[config.mk]
export PLATFORM = sky130hd
export DESIGN_NAME = clk_div_ctrl_flat
export DESIGN_NICKNAME = d
export VERILOG_FILES = /design/src/rtl/clk_div_ctrl_if.sv /design/src/rtl/clk_div_ctrl.sv /design/src/flat_wrapper.sv
export SDC_FILE = /design/constraint.sdc
export NUM_CORES = 1
export LEC_CHECK = 0
export BUFFER_PORTS_ARGS = -buffer_cell sky130_fd_sc_hd__buf_4
export CAP_MARGIN = 5
export CORE_UTILIZATION = 62
export CTS_CLUSTER_SIZE = 40
export DETAILED_ROUTE_END_ITERATION = 8
export PLACE_DENSITY_LB_ADDON = 0.1
export SLEW_MARGIN = 20
export SYNTH_ARGS = -nofsm -noshare
export SYNTH_HDL_FRONTEND = slang
export SYNTH_SLANG_ARGS = --single-unit
[constraint.sdc]
create_clock -name clk_in -period 8.75 [get_ports clk_in]
set_clock_uncertainty 0.15 [all_clocks]
set_input_delay 2.625 -clock clk_in [delete_from_list [all_inputs] [get_ports clk_in]]
set_output_delay 2.625 -clock clk_in [all_outputs]
set_load 0.01 [all_outputs]
[src/rtl/clk_div_ctrl_if.sv]
// Divisor configuration handshake between the register bank (master) and the divider (slave).
interface clk_div_ctrl_if #(
  parameter int unsigned WIDTH = 8
) ();
  logic             cfg_valid;
  logic [WIDTH-1:0] cfg_div;
  logic             cfg_ready;
  logic             cfg_err;

  modport master (
    output cfg_valid,
    output cfg_div,
    input  cfg_ready,
    input  cfg_err
  );

  modport slave (
    input  cfg_valid,
    input  cfg_div,
    output cfg_ready,
    output cfg_err
  );
endinterface

[src/rtl/clk_div_ctrl.sv]
// Run-time programmable clock divider; new divisors take effect only at a period boundary
// so clk_out never shows a runt pulse.
module clk_div_ctrl #(
  parameter int unsigned WIDTH       = 8,
  parameter int unsigned DEFAULT_DIV = 2
) (
  input  logic                clk_in,
  input  logic                reset,
  input  logic                enable,
  clk_div_ctrl_if.slave       cfg,
  output logic [WIDTH-1:0]    div_cur,
  output logic                clk_out,
  output logic                tick,
  output logic                busy
);

  typedef enum logic [1:0] {StIdle, StRun, StPend, StStop} state_e;

  localparam logic [WIDTH-1:0] DefDiv = WIDTH'(DEFAULT_DIV);

  state_e           state_q, state_d;
  logic [WIDTH-1:0] cnt_q, cnt_d;
  logic [WIDTH-1:0] div_q, div_d;
  logic [WIDTH-1:0] shadow_q, shadow_d;
  logic             clk_out_q, clk_out_d;
  logic             tick_q, tick_d;
  logic             err_q, err_d;

  logic             xfer;
  logic             div_ok;
  logic             at_end;
  logic [WIDTH-1:0] cnt_inc;
  logic [WIDTH-1:0] low_len;

  assign cfg.cfg_ready = (state_q != StPend);
  assign xfer          = cfg.cfg_valid && cfg.cfg_ready;
  assign div_ok        = (cfg.cfg_div >= WIDTH'(2));
  assign at_end        = (cnt_q == div_q - WIDTH'(1));
  assign cnt_inc       = at_end ? '0 : cnt_q + WIDTH'(1);
  // Ceiling of N/2: odd divisors keep the longer phase low.
  assign low_len       = div_q - (div_q >> 1);

  always_comb begin
    state_d  = state_q;
    cnt_d    = cnt_inc;
    div_d    = div_q;
    shadow_d = shadow_q;
    err_d    = xfer && !div_ok;

    unique case (state_q)
      StIdle: begin
        cnt_d = '0;
        if (xfer && div_ok) div_d = cfg.cfg_div;
        if (enable) state_d = StRun;
      end
      StRun: begin
        if (xfer && div_ok) begin
          shadow_d = cfg.cfg_div;
          state_d  = StPend;
        end else if (!enable) begin
          state_d = at_end ? StIdle : StStop;
        end
      end
      StStop: begin
        // A divisor offered while winding down is held like one offered while running.
        if (xfer && div_ok) begin
          shadow_d = cfg.cfg_div;
          state_d  = StPend;
        end else if (enable) begin
          state_d = StRun;
        end else if (at_end) begin
          state_d = StIdle;
        end
      end
      StPend: begin
        if (at_end) begin
          div_d   = shadow_q;
          state_d = enable ? StRun : StIdle;
        end
      end
      default: state_d = StIdle;
    endcase

    if (state_d == StIdle) begin
      clk_out_d = 1'b0;
      tick_d    = 1'b0;
    end else begin
      clk_out_d = (cnt_d >= low_len);
      tick_d    = (cnt_d == low_len);
    end
  end

  always_ff @(posedge clk_in or posedge reset) begin
    if (reset) begin
      state_q   <= StIdle;
      cnt_q     <= '0;
      div_q     <= DefDiv;
      shadow_q  <= '0;
      clk_out_q <= 1'b0;
      tick_q    <= 1'b0;
      err_q     <= 1'b0;
    end else begin
      state_q   <= state_d;
      cnt_q     <= cnt_d;
      div_q     <= div_d;
      shadow_q  <= shadow_d;
      clk_out_q <= clk_out_d;
      tick_q    <= tick_d;
      err_q     <= err_d;
    end
  end

  assign cfg.cfg_err = err_q;
  assign div_cur     = div_q;
  assign clk_out     = clk_out_q;
  assign tick        = tick_q;
  assign busy        = (state_q != StIdle);

endmodule

[src/flat_wrapper.sv]
// flat-port wrapper written by rule: the top's interface ports become plain ports
module clk_div_ctrl_flat 
#(
  parameter int unsigned WIDTH       = 8,
  parameter int unsigned DEFAULT_DIV = 2
)
  (clk_in, reset, enable, div_cur, clk_out, tick, busy, cfg_cfg_valid, cfg_cfg_div, cfg_cfg_ready, cfg_cfg_err);
  clk_div_ctrl_if #(.WIDTH(WIDTH)) cfg_i ();
  input  logic clk_in;
  input  logic reset;
  input  logic enable;
  output logic [WIDTH-1:0] div_cur;
  output logic clk_out;
  output logic tick;
  output logic busy;
  input wire logic [$bits(cfg_i.cfg_valid)-1:0] cfg_cfg_valid;
  input wire logic [$bits(cfg_i.cfg_div)-1:0] cfg_cfg_div;
  output wire logic [$bits(cfg_i.cfg_ready)-1:0] cfg_cfg_ready;
  output wire logic [$bits(cfg_i.cfg_err)-1:0] cfg_cfg_err;
  assign cfg_i.cfg_valid = cfg_cfg_valid;
  assign cfg_i.cfg_div = cfg_cfg_div;
  assign cfg_cfg_ready = cfg_i.cfg_ready;
  assign cfg_cfg_err = cfg_i.cfg_err;
  clk_div_ctrl #(.WIDTH(WIDTH), .DEFAULT_DIV(DEFAULT_DIV)) u_core (.clk_in(clk_in), .reset(reset), .enable(enable), .cfg(cfg_i), .div_cur(div_cur), .clk_out(clk_out), .tick(tick), .busy(busy));
endmodule
==> results.md <==
* Layout Nets at 259
* Antenna violations before repair at 0
* Achievable Freq at 249 MHz
* CTS root buffer: clkbuf_4
* PD cells at 408 nW/um^2
* Worst-path clk slew at 0.08 ns
* RSZ-0062 raised after global routing: false
* DR WL/cell at 15.2 microns
* Count of pins over their slew limit at 0
* Syn_area_per_cell at 10.1 sq um
* Post-DP HPWL at 3.14 mm
* # setup viols final at 0
* Die Ht at 58.5 microns
* Sink Count at 29
* Diodes inserted at 0
* Initial core utilization at 0.653
* Hold Crit Class: reg -> reg
* Slew HR at 0.601
* #FFs+latches synth at 29
* CTS tree: built
* Crit Path Max Fanout at 4
* Period utilization at 0.460
* Vias/cell at 5.70
* Post-DRT Antenna Nets at 0
* R2R depth at 14
* Core footprint at 3030 sq um
* Seq/Total Area, Yosys at 0.367
* Final worst path period need at 4.02 ns
* Row cnt at 20
* Max cap viols at 0
* Worst reg-to-reg setup slack at 4.93 ns
* Startpoint types: register
* Syn Inst Count at 196
* Number of global-route vias before repair at 1499
* CTS Buf Count at 5
* Syn_nets at 233
* Die footprint at 3420 sq um
* Pleak at 0.00110 uW
* Pre-antenna DRT Iters at 4
* Worst setup margin at 4.73 ns
* Setup Buffers After CTS at 0
* Worst vdd ir at 0.216 mV
* Cell variety after synth at 38
* Residual DRC at 0
* Status: completed
* Synth Cell Area at 1980 sq um
* Min Hold Slack at 0.364 ns
* Congestion Overflow GR at 0
* IO Port Bufs at 24
* Pre-CTS WS at 4.56 ns
* Drt total wl at 4.06 mm
* Final core utilization at 0.738
* Wire length of the first global-routing pass at 6.70 mm
* Ports at 25
* Total GRT Usage at 0.270
* Share of cells above drive strength 1 at 0.211
* FFs w/ async S/R, synth at 1.00
* Largest net degree at the start of global routing at 30
* YS warnings at 0
* Post-synth EDFFs at 0
* Hold Path Stages at 1
* Final hold viol count at 0
* TNS Setup at 0 ns
* Layout area overhead at 13.0%
* Routed vias at 1521
* Longest Clk Path Bufs at 2
* Worst-Skew Late Latency at 0.34 ns
* Initial DRC Count at 85
* Die width at 58.5 microns
* Hold_buf cts at 0
* Worst-Margin Slew at 0.598 ns
* Depth of the CTS H-tree at 2
* Dominant synthesized flop cell: dfrtp_1
* RePlAce Congestion at 0.886
* Worst path required time at 5.98 ns
* Crit path arrival time at 1.25 ns
* Post-CTS Resized at 0
* CP endpoint kind: output pin
* WS Path Type: reg -> out
-- cell families after synthesis --
group | share of synthesized area
compound gates | 0.139
flops | 0.367
fa+ha+maj | 0.162
buf+inv | 0.0550
xor+xnor | 0.102
mux | 0.0569
simple gates | 0.118
-- cells in the final DEF, fill, tap and decap left out, drive strengths merged, types with 9 or more instances in the layout --
cell type / n
buf: 24
dfrtp: 28
ha: 24
inv: 19
mux2: 10
nor2: 12
xnor2: 9
xor2: 14
-- where the power goes --
group | switching [uW] | total, uW | leakage (uW) | internal, uW
registers | 57.7 | 248 | 0.000353 | 190
logic | 299 | 577 | 0.000715 | 278
clock network | 48.0 | 87.6 | 0.0000326 | 39.6
total | 405 | 912 | 0.00110 | 507
-- synth_stat cells (all sizes together), types with 2 or more instances --
| library cell | instances | share of area |
|---|---|---|
| a21boi | 2 | 0.0076 |
| a21o | 4 | 0.015 |
| a21oi | 7 | 0.018 |
| a31oi | 8 | 0.025 |
| and3 | 3 | 0.010 |
| buf | 2 | 0.013 |
| clkbuf | 3 | 0.0057 |
| dfrtp | 28 | 0.35 |
| ha | 24 | 0.15 |
| inv | 19 | 0.036 |
| mux2 | 10 | 0.057 |
| nand2 | 3 | 0.0057 |
| nand2b | 7 | 0.022 |
| nand3 | 6 | 0.015 |
| nand4 | 3 | 0.0095 |
| nor2 | 12 | 0.023 |
| nor3 | 3 | 0.0076 |
| o21ai | 4 | 0.010 |
| o21bai | 3 | 0.011 |
| o22ai | 8 | 0.028 |
| or3 | 2 | 0.0063 |
| xnor2 | 9 | 0.040 |
| xor2 | 14 | 0.062 |
-- per-stage QoR --
step           area, sq um  total power, uW  instances
3_5_place_dp          2180              820        259
4_1_cts               2230              912        267
2_1_floorplan         1980              671        196
3_3_place_gp          2180              794        259
6_report              2230              912        267
5_1_grt               2230             1000        267
-- flip-flops by register name, summed over array words and instances, names as in the netlist --
register / flops
u_core.cnt_q: 8
u_core.clk_out: 1
u_core.tick: 1
u_core.shadow_q: 8
u_core.cfg.cfg_err: 1
u_core.state_q: 2
u_core.div_cur: 8
-- critical path, stage by stage, from the launching register on --
cell and delay (ns):
dfrtp_1 0.42, nor2_1 0.29, inv_1 0.07, buf_4 0.15
-- per-layer routing --
| layer | wire length, microns | vias up | share of wire | global-route usage |
|---|---|---|---|---|
| li1 | - | 739 | - | - |
| met1 | 1740 | 723 | 0.43 | 0.321 |
| met2 | 2000 | 44 | 0.49 | 0.435 |
| met3 | 151 | 15 | 0.037 | 0.0747 |
| met4 | 166 | 0 | 0.041 | 0.167 |
| met5 | 0 | - | 0 | 0 |
-- final timing paths --
kind	startpoint	end
max	u_core.state_q[0]	busy
min	u_core.shadow_q[1]	u_core.shadow_q[1]
max reg2reg	u_core.div_cur[2]	u_core.clk_out
min reg2reg	u_core.shadow_q[1]	u_core.shadow_q[1]
max in group asynchronous	reset	u_core.state_q[0]
min in group asynchronous	reset	u_core.cnt_q[0]
-- layout make-up --
class                           count  area [sq um]
Sequential cell                    29           727
Fill cell                         196           793
Clock buffer                        8          58.8
Timing Repair Buffer               24           180
Inverter                           19          71.3
Multi-Input combinational cell    143          1140
Tap cell                           44          55.1
Note: power is estimated with default switching activity, not from simulation.
